===== config.mk =====
export PLATFORM = sky130hd
export DESIGN_NAME = fetch_queue
export DESIGN_NICKNAME = d
export VERILOG_FILES = /design/src/rtl/riscv_fetch_pkg.sv /design/src/rtl/fetch_fifo.sv /design/src/rtl/fetch_queue.sv
export SDC_FILE = /design/constraint.sdc
export NUM_CORES = 1
export LEC_CHECK = 0
export BUFFER_PORTS_ARGS = -buffer_cell sky130_fd_sc_hd__buf_2
export CAP_MARGIN = 30
export CELL_PAD_IN_SITES_DETAIL_PLACEMENT = 1
export CELL_PAD_IN_SITES_GLOBAL_PLACEMENT = 1
export CORE_AREA = 2 2 130 132
export DETAILED_ROUTE_END_ITERATION = 8
export DIE_AREA = 0 0 132 134
export PLACE_DENSITY = 0.81
export SLEW_MARGIN = 20
export SYNTH_ARGS = -nofsm -noshare
export SYNTH_HDL_FRONTEND = slang
export SYNTH_SLANG_ARGS = --single-unit

===== constraint.sdc =====
create_clock -name clk -period 19 [get_ports clk]
set_input_delay 3.8 -clock clk [delete_from_list [all_inputs] [get_ports clk]]
set_output_delay 3.8 -clock clk [all_outputs]
set_load 0.01 [all_outputs]

===== src/rtl/riscv_fetch_pkg.sv =====
// Shared types and helpers for the instruction-fetch front end.
//   fetch_entry_t : {pc, instr} pair held in the prefetch buffer (default widths)
//   PC_STEP       : byte increment between sequential fetches
//   align_pc()    : clears the two low address bits of a fetch target
package riscv_fetch_pkg;

  localparam int PC_W_DEF   = 9;
  localparam int INST_W_DEF = 32;
  localparam int PC_STEP    = 4;
  // Widest PC the align helper handles; callers cast in and out.
  localparam int ALIGN_W    = 64;

  typedef struct packed {
    logic [PC_W_DEF-1:0]   pc;
    logic [INST_W_DEF-1:0] instr;
  } fetch_entry_t;

  function automatic logic [ALIGN_W-1:0] align_pc(input logic [ALIGN_W-1:0] pc);
    return {pc[ALIGN_W-1:2], 2'b00};
  endfunction

endpackage


===== src/rtl/fetch_fifo.sv =====
// Circular prefetch buffer of {pc, instr} entries.
//   clk, reset : clock, asynchronous active-high reset
//   flush      : synchronous clear of all entries (wins over push)
//   push, din  : write din at the tail
//   pop        : drop the head entry (ignored when empty)
//   dout       : head entry (stale contents when empty)
//   count      : number of occupied entries
// The producer never pushes into a full buffer without popping the same cycle.
module fetch_fifo
  import riscv_fetch_pkg::*;
#(
  parameter int  DEPTH   = 4,
  parameter type entry_t = fetch_entry_t
) (
  input  logic                       clk,
  input  logic                       reset,
  input  logic                       flush,
  input  logic                       push,
  input  entry_t                     din,
  input  logic                       pop,
  output entry_t                     dout,
  output logic [$clog2(DEPTH+1)-1:0] count
);

  localparam int PTR_W = $clog2(DEPTH);
  localparam int CNT_W = $clog2(DEPTH+1);

  entry_t             mem [DEPTH];
  logic [PTR_W-1:0]   head;
  logic [PTR_W-1:0]   tail;
  logic               pop_ok;

  // Full/empty come from count; pointers wrap naturally (DEPTH is a power of two).
  assign pop_ok = pop && (count != '0);
  assign dout   = mem[head];

  always_ff @(posedge clk or posedge reset) begin
    if (reset) begin
      head  <= '0;
      tail  <= '0;
      count <= '0;
      for (int i = 0; i < DEPTH; i++) mem[i] <= '0;
    end else if (flush) begin
      head  <= '0;
      tail  <= '0;
      count <= '0;
    end else begin
      if (push) begin
        mem[tail] <= din;
        tail      <= tail + PTR_W'(1);
      end
      if (pop_ok) head <= head + PTR_W'(1);
      case ({push, pop_ok})
        2'b10:   count <= count + CNT_W'(1);
        2'b01:   count <= count - CNT_W'(1);
        default: count <= count;
      endcase
    end
  end

endmodule


===== src/rtl/fetch_queue.sv =====
// Instruction-fetch front end: PC generator, one-deep in-flight tracking and a
// DEPTH-entry prefetch buffer between instruction memory and decode.
//   imem_req/imem_addr/imem_rdata : memory read port, data returns one cycle later
//   redirect_valid/redirect_pc    : taken branch/jump; flush and refetch
//   deq_valid/deq_ready/deq_pc/deq_instr : head entry to decode
//   count                         : occupied buffer entries
//   fetch_pc                      : current fetch PC (trace)
// Handshake: an entry moves to decode on a clock edge where deq_valid && deq_ready;
// deq_valid never depends on deq_ready, and deq_pc/deq_instr are meaningful only
// while deq_valid is high.
module fetch_queue
  import riscv_fetch_pkg::*;
#(
  parameter int              PC_W     = 9,
  parameter int              INST_W   = 32,
  parameter int              DEPTH    = 4,
  parameter logic [PC_W-1:0] RESET_PC = '0
) (
  input  logic                       clk,
  input  logic                       reset,
  output logic                       imem_req,
  output logic [PC_W-1:0]            imem_addr,
  input  logic [INST_W-1:0]          imem_rdata,
  input  logic                       redirect_valid,
  input  logic [PC_W-1:0]            redirect_pc,
  output logic                       deq_valid,
  input  logic                       deq_ready,
  output logic [PC_W-1:0]            deq_pc,
  output logic [INST_W-1:0]          deq_instr,
  output logic [$clog2(DEPTH+1)-1:0] count,
  output logic [PC_W-1:0]            fetch_pc
);

  localparam int CNT_W = $clog2(DEPTH+1);

  typedef struct packed {
    logic [PC_W-1:0]   pc;
    logic [INST_W-1:0] instr;
  } entry_t;

  logic            inflight;
  logic [PC_W-1:0] inflight_pc;
  logic [CNT_W:0]  occupancy;
  logic            push;
  logic            pop;
  entry_t          push_entry;
  entry_t          head_entry;

  // Credit: buffered plus outstanding must stay below DEPTH, so the response to
  // any request always has a slot even if decode stalls.
  assign occupancy = {1'b0, count} + {{CNT_W{1'b0}}, inflight};
  assign imem_req  = !redirect_valid && (occupancy < (CNT_W+1)'(DEPTH));
  assign imem_addr = fetch_pc;

  // A response landing in a redirect cycle belongs to the old path.
  assign push             = inflight && !redirect_valid;
  assign push_entry.pc    = inflight_pc;
  assign push_entry.instr = imem_rdata;

  assign deq_valid = (count != '0);
  assign pop       = deq_valid && deq_ready;
  assign deq_pc    = head_entry.pc;
  assign deq_instr = head_entry.instr;

  always_ff @(posedge clk or posedge reset) begin
    if (reset) begin
      fetch_pc    <= RESET_PC;
      inflight    <= 1'b0;
      inflight_pc <= '0;
    end else if (redirect_valid) begin
      fetch_pc <= PC_W'(align_pc(ALIGN_W'(redirect_pc)));
      inflight <= 1'b0;
    end else begin
      inflight <= imem_req;
      if (imem_req) begin
        inflight_pc <= fetch_pc;
        fetch_pc    <= fetch_pc + PC_W'(PC_STEP);
      end
    end
  end

  // A head handshake in a redirect cycle still completes: decode took it, and
  // the flush discards everything behind it.
  fetch_fifo #(
    .DEPTH   (DEPTH),
    .entry_t (entry_t)
  ) u_fifo (
    .clk   (clk),
    .reset (reset),
    .flush (redirect_valid),
    .push  (push),
    .din   (push_entry),
    .pop   (pop),
    .dout  (head_entry),
    .count (count)
  );

endmodule


==> results.json, run 1 <==
{
  "p_leak_nw": 4.14,
  "slowest_delay_ns": 0.45,
  "use_met3_pct": 4.88,
  "maxSlewHeadroom_pct": 42.8,
  "busiest_layer": "met2",
  "rsz0062_at_grt": "false",
  "tightest_slew_ns": 0.857,
  "io_buffer_count": 100,
  "worst-path-buf-inv": 2,
  "first_iter_violations": 193,
  "drv_slew": 0,
  "drive_above_1_share_pct": 57.1,
  "cp-start-kind": "primary input",
  "arrival_ns": 4.74,
  "finalSetupTns_ns": 0,
  "cts_hold_buf": 0,
  "vdd_drop_max_v": 0.0000863,
  "synth_cell_types": 41,
  "crit_path_cell_trace": "buf_2 > nor2_2 > buf_2",
  "post-cts-setup-buffers": 0,
  "grtUsageMet1_pct": 24.8,
  "syn_avg_cell_area_sq_um": 15.8,
  "netlist_area_sq_mm": 0.00797,
  "fin_cells": 825,
  "cp_common_cell": "buf_2",
  "design.portCount": 109,
  "status": "completed",
  "ys_ff_latch": 178,
  "crit_type": "primary input to output pin",
  "finalCriticalPeriod_ns": 8.54,
  "num_vias": 4594,
  "wl_microns": 17000,
  "cts_num_sinks": 178,
  "grt_usage_pct": 20.3,
  "cp_top_family": "buffers and inverters",
  "place_inst": 792,
  "post-place-ws_ns": 10.46,
  "clk_pin_slew_ns": 0.06,
  "clock_latency_ns": 0.43,
  "synth_top_area_share_pct": 55.9,
  "fmax_ghz": 0.117,
  "syn2layout_area_growth_pct": 14.4,
  "overflow": 0,
  "drc": 0,
  "crit_path_max_fanout": 26,
  "numCtsBuffers": 17,
  "gp_congestion": 0.726,
  "synth_edf_count": 0,
  "globalRouteMet2Util_pct": 35.7,
  "grt_pass1_wl_microns": 27600,
  "finalSetupViolations": 0,
  "final_nets": 642,
  "place_hpwl_microns": 10900,
  "core_sq_mm": 0.0163,
  "initial_utilization_pct": 48.9,
  "powerDensity_mw_per_mm2": 163,
  "grt_max_degree": 118,
  "die_y_microns": 134,
  "syn_inst": 505,
  "viasPerCell": 5.57,
  "synth_common_cells": "dfrtp_1, mux2_2, mux4_2, buf_2",
  "die-width_microns": 132,
  "post_drt_wl_per_cell_microns": 20.6,
  "yosys.cell_count.top_type": "dfrtp_1",
  "ant_nets": 0,
  "yosys_warnings": 0,
  "grt_pass1_vias": 5223,
  "antenna_found_initial": 2,
  "setup_slack_ns": 10.46,
  "async_flop_share_pct": 100,
  "finalClockSkew_ns": 0.00569,
  "final-hold-violation-count": 0,
  "postLayoutCoreUtil_pct": 56.0,
  "ys_seq_area_share_pct": 55.9,
  "ys.flop_type": "dfrtp_1",
  "root_buffer": "clkbuf_16",
  "worst_hold_path_type": "flip-flop to flip-flop",
  "required_ns": 15.20,
  "cts-resized-gates": 0,
  "cts_tree": "done",
  "period_share_pct": 44.9,
  "maxCapViolCount": 0,
  "synthTopCellsByArea": "dfrtp_1, mux2_2, mux4_2, buf_2, buf_4",
  "critPathSlowestCell": "nor2_2",
  "num_rows": 47,
  "holdWs_ns": 0.502,
  "end_kind": "output pin",
  "dr.pass1.iters": 4,
  "cts_max_level": 4,
  "synth_area_leader_cell": "dfrtp_1",
  "die_area_sq_mm": 0.0177,
  "clockBufferDepth": 2
}
## cell usage in the layout (no fill, tap or decap), types with 2 or more instances in the layout
cell type,count
o21ai_0,3
ha_1,5
nand2_2,4
mux2i_1,3
conb_1,6
mux4_2,39
or4_1,2
clkinv_2,6
o211ai_1,2
clkbuf_16,17
nor2b_1,3
nor2_1,9
nand3_1,4
a31oi_1,2
buf_4,5
o311ai_0,3
buf_2,100
dfrtp_1,176
clkbuf_1,7
o31ai_1,2
xnor2_1,4
inv_1,4
nand2_1,9
mux2_2,164
nand3b_1,2
## path summary, 6_finish.rpt
kind                       depth (start not counted)               to  slack [ns]       startpoint
max                                                3         imem_req       10.46   redirect_valid
min                                                1  u_fifo.mem[117]        0.50  u_fifo.mem[117]
max reg2reg                                        6  u_fifo.count[2]       16.45  u_fifo.count[1]
min reg2reg                                        1  u_fifo.mem[117]        0.50  u_fifo.mem[117]
max in group asynchronous                          3  u_fifo.mem[145]       14.17            reset
min in group asynchronous                          2   u_fifo.mem[11]        3.53            reset
## stage by stage
stage,area [sq um],total power [mW]
4_1_cts,9110,1.50
6_report,9120,1.48
2_1_floorplan,7990,1.01
3_5_place_dp,8590,1.18
3_3_place_gp,8570,1.13
5_1_grt,9110,1.57
## cells by family (layout without fill, tap and decap cells)
kind of cell / after synthesis / in the layout / synth area share, %
adders and majority gates: 6 / 6 / 1.04
DFF: 178 / 178 / 55.9
AOI/OAI and AO/OA: 17 / 17 / 1.55
other: 1 / 7 / 0.0471
muxes: 206 / 206 / 34.6
buffers and inverters: 49 / 143 / 3.45
xor gates and xnor gates: 5 / 5 / 0.549
and+or+nand+nor: 43 / 43 / 2.90
## power breakdown
group / leakage [nW] / internal (mW) / switching (mW)
Sequential: 2.22 / 0.554 / 0.125
Combinational: 1.66 / 0.293 / 0.192
Clock: 0.263 / 0.182 / 0.135
Total: 4.14 / 1.03 / 0.452
## final cells by class
cell class,count,area [sq um]
fill,1593,7170
sequential,178,4460
multi-input combinational,283,3270
timing repair buffer,106,558
clock buffer,25,465
tap,220,275
clock inverter,7,60.1
inverter,5,26.3
antenna,1,2.50
## sequential cells by signal, indices dropped and copies added (netlist names)
register	count
u_fifo.mem	156
u_fifo.head	2
inflight_pc	7
u_fifo.count	3
inflight	1
fetch_pc	7
u_fifo.tail	2
## worst register-to-register path, stage by stage (launching register included)
cell and delay, ns:
dfrtp_1 0.49, o31ai_1 0.56, nor2_1 0.13, fa_1 0.43
nor2_1 0.15, or4b_2 0.59, nand4b_1 0.13
## routing by layer
metal | part of all wire (%) | routed length [microns]
met4 | 1.4 | 242
met3 | 3.8 | 650
met2 | 52 | 8900
met5 | 0 | 0
met1 | 42 | 7170
Power figures use the tool's default switching activity.
==> inputs of run 2 (changes only) <==
--- a/config.mk
+++ b/config.mk
@@ -9,10 +9,10 @@
 export CAP_MARGIN = 30
 export CELL_PAD_IN_SITES_DETAIL_PLACEMENT = 1
 export CELL_PAD_IN_SITES_GLOBAL_PLACEMENT = 1
-export CORE_AREA = 2 2 130 132
+export CORE_AREA = 2 2 132 134
 export DETAILED_ROUTE_END_ITERATION = 8
-export DIE_AREA = 0 0 132 134
-export PLACE_DENSITY = 0.81
+export DIE_AREA = 0 0 134 136
+export PLACE_DENSITY = 0.79
 export SLEW_MARGIN = 20
 export SYNTH_ARGS = -nofsm -noshare
 export SYNTH_HDL_FRONTEND = slang
==> constraint.sdc (replaced) <==
create_clock -name clk -period 8.7 [get_ports clk]
set_input_delay 1.74 -clock clk [delete_from_list [all_inputs] [get_ports clk]]
set_output_delay 1.74 -clock clk [all_outputs]
set_load 0.01 [all_outputs]
==> results.json, run 2 (synthesis results as in run 1) <==
{
  "final_common_cell": "dfrtp_1",
  "core_sq_mm": 0.0169,
  "grt_max_degree": 96,
  "worst-path-buf-inv": 2,
  "wl_microns": 17200,
  "cp_common_cell": "buf_2",
  "min-delay-start": "u_fifo.mem[81]",
  "largest_reg_flops": 156,
  "initial_utilization_pct": 47.2,
  "cts_num_sinks": 178,
  "cts-resized-gates": 0,
  "worst_hold_path_type": "flip-flop to flip-flop",
  "required_ns": 6.96,
  "internal-power_mw": 2.34,
  "fmax_ghz": 0.227,
  "arrival_ns": 2.66,
  "p_leak_nw": 4.19,
  "num_vias": 4620,
  "tightest_slew_ns": 0.885,
  "first_iter_violations": 223,
  "finalClockSkew_ns": 0.00763,
  "grt_usage_pct": 20.2,
  "place_hpwl_microns": 10800,
  "end_kind": "output pin",
  "n_fill_cell": 1632,
  "critPathSlowestCell": "nor2_2",
  "maxCapViolCount": 0,
  "grt_pass1_vias": 5285,
  "maxSlewHeadroom_pct": 41.0,
  "die_y_microns": 136,
  "power.clock.fraction_pct": 24.1,
  "multi_input_area_sq_mm": 0.00327,
  "clock_latency_ns": 0.43,
  "numCtsBuffers": 17,
  "finalSetupTns_ns": 0,
  "crit_start": "redirect_valid",
  "post-place-ws_ns": 4.32,
  "gp_congestion": 0.741,
  "clk_pin_slew_ns": 0.06,
  "regArea_sq_mm": 0.00446,
  "p_sw_share_pct": 30.2,
  "postLayoutCoreUtil_pct": 54.7,
  "num_rows": 48,
  "place_inst": 798,
  "setup_slack_ns": 4.30,
  "ant_nets": 0,
  "drv_slew": 0,
  "top_register": "u_fifo.mem",
  "drc": 0,
  "die_area_sq_mm": 0.0182,
  "power_frac_seq_pct": 43.5,
  "finalCriticalPeriod_ns": 4.40,
  "cts_hold_buf": 0,
  "status": "completed",
  "reg_top3": "u_fifo.mem: 156 flops, fetch_pc: 7 flops, inflight_pc: 7 flops",
  "root_buffer": "clkbuf_16",
  "crit_path_max_fanout": 26,
  "cp-start-kind": "primary input",
  "dr.pass1.iters": 5,
  "antenna_found_initial": 2,
  "drive_above_1_share_pct": 58.2,
  "syn2layout_area_growth_pct": 15.8,
  "grt_pass1_wl_microns": 27800,
  "mostFrequentLayoutCells": "dfrtp_1, mux2_2, buf_2",
  "slowest_delay_ns": 0.43,
  "crit_type": "primary input to output pin",
  "post-cts-setup-buffers": 0,
  "cp_top_family": "buffers and inverters",
  "clockBufferDepth": 2,
  "overflow": 0,
  "worstReg2RegStart": "u_fifo.count[0]",
  "crit_path_cell_trace": "buf_2 > nor2_2 > buf_2",
  "post_drt_wl_per_cell_microns": 20.7,
  "powerDensity_mw_per_mm2": 363,
  "viasPerCell": 5.56,
  "p_comb_share_pct": 32.4,
  "design.portCount": 109,
  "cts_tree": "done",
  "final-hold-violation-count": 0,
  "die-width_microns": 134,
  "power.switching_mw": 1.01,
  "cts_max_level": 4,
  "fin_cells": 831,
  "period_share_pct": 50.5,
  "io_buffer_count": 100,
  "rsz0062_at_grt": "false",
  "final_nets": 643,
  "vdd_drop_max_v": 0.000165,
  "finalSetupViolations": 0
}
-- run 2: cell count changes in the layout (fill, tap and decap cells not counted), moves of 2 or more --
cell / delta
bufinv_16: +3
clkbuf_1: -6
clkinv_2: -3
clkinv_4: +2
clkinvlp_4: +3
inv_6: +2
-- run 2: worst paths after layout --
path	slack, ns	to	cells after the start
worst min register to register	0.50	u_fifo.mem[81]	1
min in group asynchronous	1.47	u_fifo.mem[48]	2
worst max-delay path	4.30	imem_req	3
worst max register to register	6.13	u_fifo.count[2]	6
max in group asynchronous	5.99	u_fifo.mem[66]	3
worst min-delay path	0.50	u_fifo.mem[81]	1
-- run 2: cell type report --
class	count	share of cell area [%]
clock buffers	19	4.80
clock inverters	13	1.99
flip-flops and latches	178	48.3
well taps	225	3.05
repair buffers	107	6.17
diodes	1	0.0271
inverters	5	0.258
multi-input cells	283	35.4
-- run 2: through the flow --
step | area [sq um] | power [mW] | hold slack, ns
final | 9230 | 3.35 | 0.501
after global routing | 9230 | 3.54 | 0.517
after CTS | 9220 | 3.40 | 0.503
after detailed placement | 8600 | 2.57 | 0.489
after global placement | 8580 | 2.46 | 0.481
after floorplan | 7990 | 2.20 | 0.474
-- run 2: power by group through the flow --
stage	registers, mW	clock network, mW	logic, mW
6_report	1.46	0.806	1.09
5_1_grt	1.51	0.853	1.18
4_1_cts	1.46	0.826	1.11
3_5_place_dp	1.47	0	1.10
3_3_place_gp	1.42	0	1.04
2_1_floorplan	1.37	0	0.835
-- run 2: worst reg2reg max path, delay by kind of cell, from the launching register on --
family | cells | cell delay [ns]
compound gates | 1 | 0.58
fa+ha+maj | 1 | 0.43
flops | 1 | 0.49
simple gates | 4 | 1.01
-- run 2: routing by layer --
metal	GRT usage [%]	vias up	wire length, microns
met2	36.5	106	9260
met1	23.2	2470	6910
met5	0	-	16
met3	5.74	22	765
met4	6.21	2	212
li1	-	2020	-
==> inputs of run 3 (changes only) <==
--- a/config.mk
+++ b/config.mk
@@ -5,14 +5,15 @@
 export SDC_FILE = /design/constraint.sdc
 export NUM_CORES = 1
 export LEC_CHECK = 0
+export ABC_AREA = 1
 export BUFFER_PORTS_ARGS = -buffer_cell sky130_fd_sc_hd__buf_2
 export CAP_MARGIN = 30
 export CELL_PAD_IN_SITES_DETAIL_PLACEMENT = 1
 export CELL_PAD_IN_SITES_GLOBAL_PLACEMENT = 1
-export CORE_AREA = 2 2 132 134
+export CORE_AREA = 2 2 140 142
 export DETAILED_ROUTE_END_ITERATION = 8
-export DIE_AREA = 0 0 134 136
-export PLACE_DENSITY = 0.79
+export DIE_AREA = 0 0 142 144
+export PLACE_DENSITY = 0.78
 export SLEW_MARGIN = 20
 export SYNTH_ARGS = -nofsm -noshare
 export SYNTH_HDL_FRONTEND = slang
==> constraint.sdc (replaced) <==
create_clock -name clk -period 4.2 [get_ports clk]
set_input_delay 0.84 -clock clk [delete_from_list [all_inputs] [get_ports clk]]
set_output_delay 0.84 -clock clk [all_outputs]
set_load 0.01 [all_outputs]
==> results.json, run 3 <==
{
  "viasPerCell": 5.23,
  "rsz0062_at_grt": "false",
  "design.portCount": 109,
  "period_share_pct": 71.2,
  "num_rows": 51,
  "rrSetupSlack_ns": 2.33,
  "tightest_slew_ns": 0.985,
  "post-cts-setup-buffers": 0,
  "ant_nets": 0,
  "post_drt_wl_per_cell_microns": 16.1,
  "n_fill_cell": 2278,
  "reg_top3": "u_fifo.mem: 156 flops, fetch_pc: 7 flops, inflight_pc: 7 flops",
  "crit_path_max_fanout": 78,
  "post-place-ws_ns": 1.66,
  "core_sq_mm": 0.0191,
  "clockBufferDepth": 2,
  "maxSlewHeadroom_pct": 34.3,
  "yosys_warnings": 0,
  "syn_avg_cell_area_sq_um": 8.73,
  "die_area_sq_mm": 0.0204,
  "final_common_cell": "nand2_1",
  "rr_worst_depth": 11,
  "final_nets": 1022,
  "drv_slew": 0,
  "clk_pin_slew_ns": 0.06,
  "overflow": 0,
  "mostFrequentLayoutCells": "nand2_1, dfrtp_1, o21ai_0",
  "final-hold-violation-count": 0,
  "initial_utilization_pct": 41.9,
  "io_buffer_count": 100,
  "die_y_microns": 144,
  "reg2reg_to": "u_fifo.count[2]",
  "powerDensity_mw_per_mm2": 759,
  "regArea_sq_mm": 0.00446,
  "end_kind": "output pin",
  "crit_type": "flip-flop to output pin",
  "finalSetupTns_ns": 0,
  "cts_max_level": 4,
  "yosys.cell_count.top_type": "nand2_1",
  "die-width_microns": 142,
  "syn_inst": 915,
  "finalCriticalPeriod_ns": 2.99,
  "cts-resized-gates": 0,
  "syn2layout_area_growth_pct": 12.6,
  "cts_num_sinks": 178,
  "grt_max_degree": 179,
  "vdd_drop_max_v": 0.000300,
  "cts_hold_buf": 0,
  "finalSetupViolations": 0,
  "synth_cell_types": 30,
  "cts_tree": "done",
  "wl_microns": 19600,
  "worstReg2RegStart": "u_fifo.count[0]",
  "setup_slack_ns": 1.21,
  "place_area_sq_mm": 0.00842,
  "gp_congestion": 0.754,
  "ys_seq_area_share_pct": 55.8,
  "crit_start": "u_fifo.head[0]",
  "async_flop_share_pct": 100,
  "worstHoldPathCells": 2,
  "place_hpwl_microns": 11100,
  "maxCapViolCount": 0,
  "synthTopCellsByArea": "dfrtp_1, o21ai_0, nand2_1, o21ai_1, nor2_1",
  "worst_hold_path_type": "flip-flop to flip-flop",
  "antenna_found_initial": 2,
  "cp-start-kind": "flip-flop",
  "multi_input_area_sq_mm": 0.00288,
  "clock_latency_ns": 0.42,
  "synth_top_area_share_pct": 55.8,
  "grt_usage_pct": 20.5,
  "drc": 0,
  "fmax_ghz": 0.335,
  "synth_common_cells": "nand2_1, dfrtp_1, o21ai_0, nor2_1, o21ai_1",
  "ys_ff_latch": 178,
  "num_vias": 6382,
  "synth_area_leader_cell": "dfrtp_1",
  "root_buffer": "clkbuf_16",
  "required_ns": 3.36,
  "drive_above_1_share_pct": 14.8,
  "first_iter_violations": 352,
  "arrival_ns": 2.15,
  "ys.flop_type": "dfrtp_1",
  "numCtsBuffers": 17,
  "status": "completed",
  "grt_pass1_vias": 6565,
  "finalClockSkew_ns": 0.0110,
  "crit_end": "deq_instr[12]",
  "p_leak_nw": 4.47,
  "netlist_area_sq_mm": 0.00799,
  "fin_area_sq_mm": 0.00900,
  "top_register": "u_fifo.mem",
  "synth_edf_count": 0,
  "dr.pass1.iters": 4,
  "largest_reg_flops": 156,
  "grt_pass1_wl_microns": 33500
}
[run 3: changes by cell type in the layout (fill, tap and decap cells not counted), moves of 4 or more]
cell / change
inv_1: +49
o21ai_0: +160
nand2_1: +188
nand3_1: +4
o22ai_1: +39
mux4_2: -39
mux2_2: -164
nor2_1: +78
o21ai_1: +82
nand2_4: +5
[run 3: cells by family (layout without fill, tap and decap cells)]
logic type / after synthesis / in the layout / share of synthesized area (%)
adder cells (fa/ha/maj): 6 / 6 / 1.03
buffers and inverters: 130 / 192 / 8.38
AND/OR/NAND/NOR: 305 / 305 / 15.3
XOR/XNOR: 3 / 3 / 0.329
flip-flops: 178 / 178 / 55.8
AO/OA/AOI/OAI: 292 / 292 / 19.1
other: 1 / 7 / 0.0469
[run 3: final cells by class]
cell class	instances	area share [%]
clock buffer	25	5.51
antenna	1	0.0278
tap	238	3.31
inverter	57	2.48
timing repair buffer	105	6.26
sequential	178	49.5
clock inverter	5	0.862
multi-input combinational	612	32.0
[run 3: metal layers]
layer  vias to the layer above  track usage, %  wire length [microns]
met5                         -               0                      7
met1                      3134            27.7                   9170
li1                       3121               -                      -
met2                       113            34.1                   9430
met4                         2            5.53                    125
met3                        12            4.07                    908
[run 3: where the power goes]
| group | switching [mW] | internal, mW | total (mW) |
|---|---|---|---|
| Sequential | 0.438 | 2.46 | 2.89 |
| Clock | 0.617 | 0.932 | 1.55 |
| Combinational | 1.47 | 0.915 | 2.39 |
| Total | 2.53 | 4.30 | 6.83 |
[run 3: through the flow]
step	instances	util (%)	hold WS, ns	total power [mW]
after global placement	1190	44.1	0.461	5.21
after detailed placement	1190	44.1	0.469	5.32
after floorplan	920	-	0.448	4.51
after global routing	1220	47.1	0.505	7.41
final	1221	47.2	0.478	6.83
after CTS	1220	47.1	0.485	6.91
[run 3: worst max-delay path, stage by stage, from the launching register on]
cell     delay [ns]
dfrtp_2        0.36
buf_4          0.67
o21ai_0        0.20
o22ai_1        0.27
buf_2          0.18
[run 3: how the worst min path moves through the flow]
stage                          startpoint              end  slack, ns
after detailed placement  u_fifo.mem[112]  u_fifo.mem[112]       0.47
after CTS                 u_fifo.mem[112]  u_fifo.mem[112]       0.48
after global routing      u_fifo.mem[111]  u_fifo.mem[111]       0.50
after floorplan            u_fifo.mem[56]   u_fifo.mem[56]       0.45
after global placement     u_fifo.mem[70]   u_fifo.mem[70]       0.46
final                     u_fifo.mem[111]  u_fifo.mem[111]       0.48
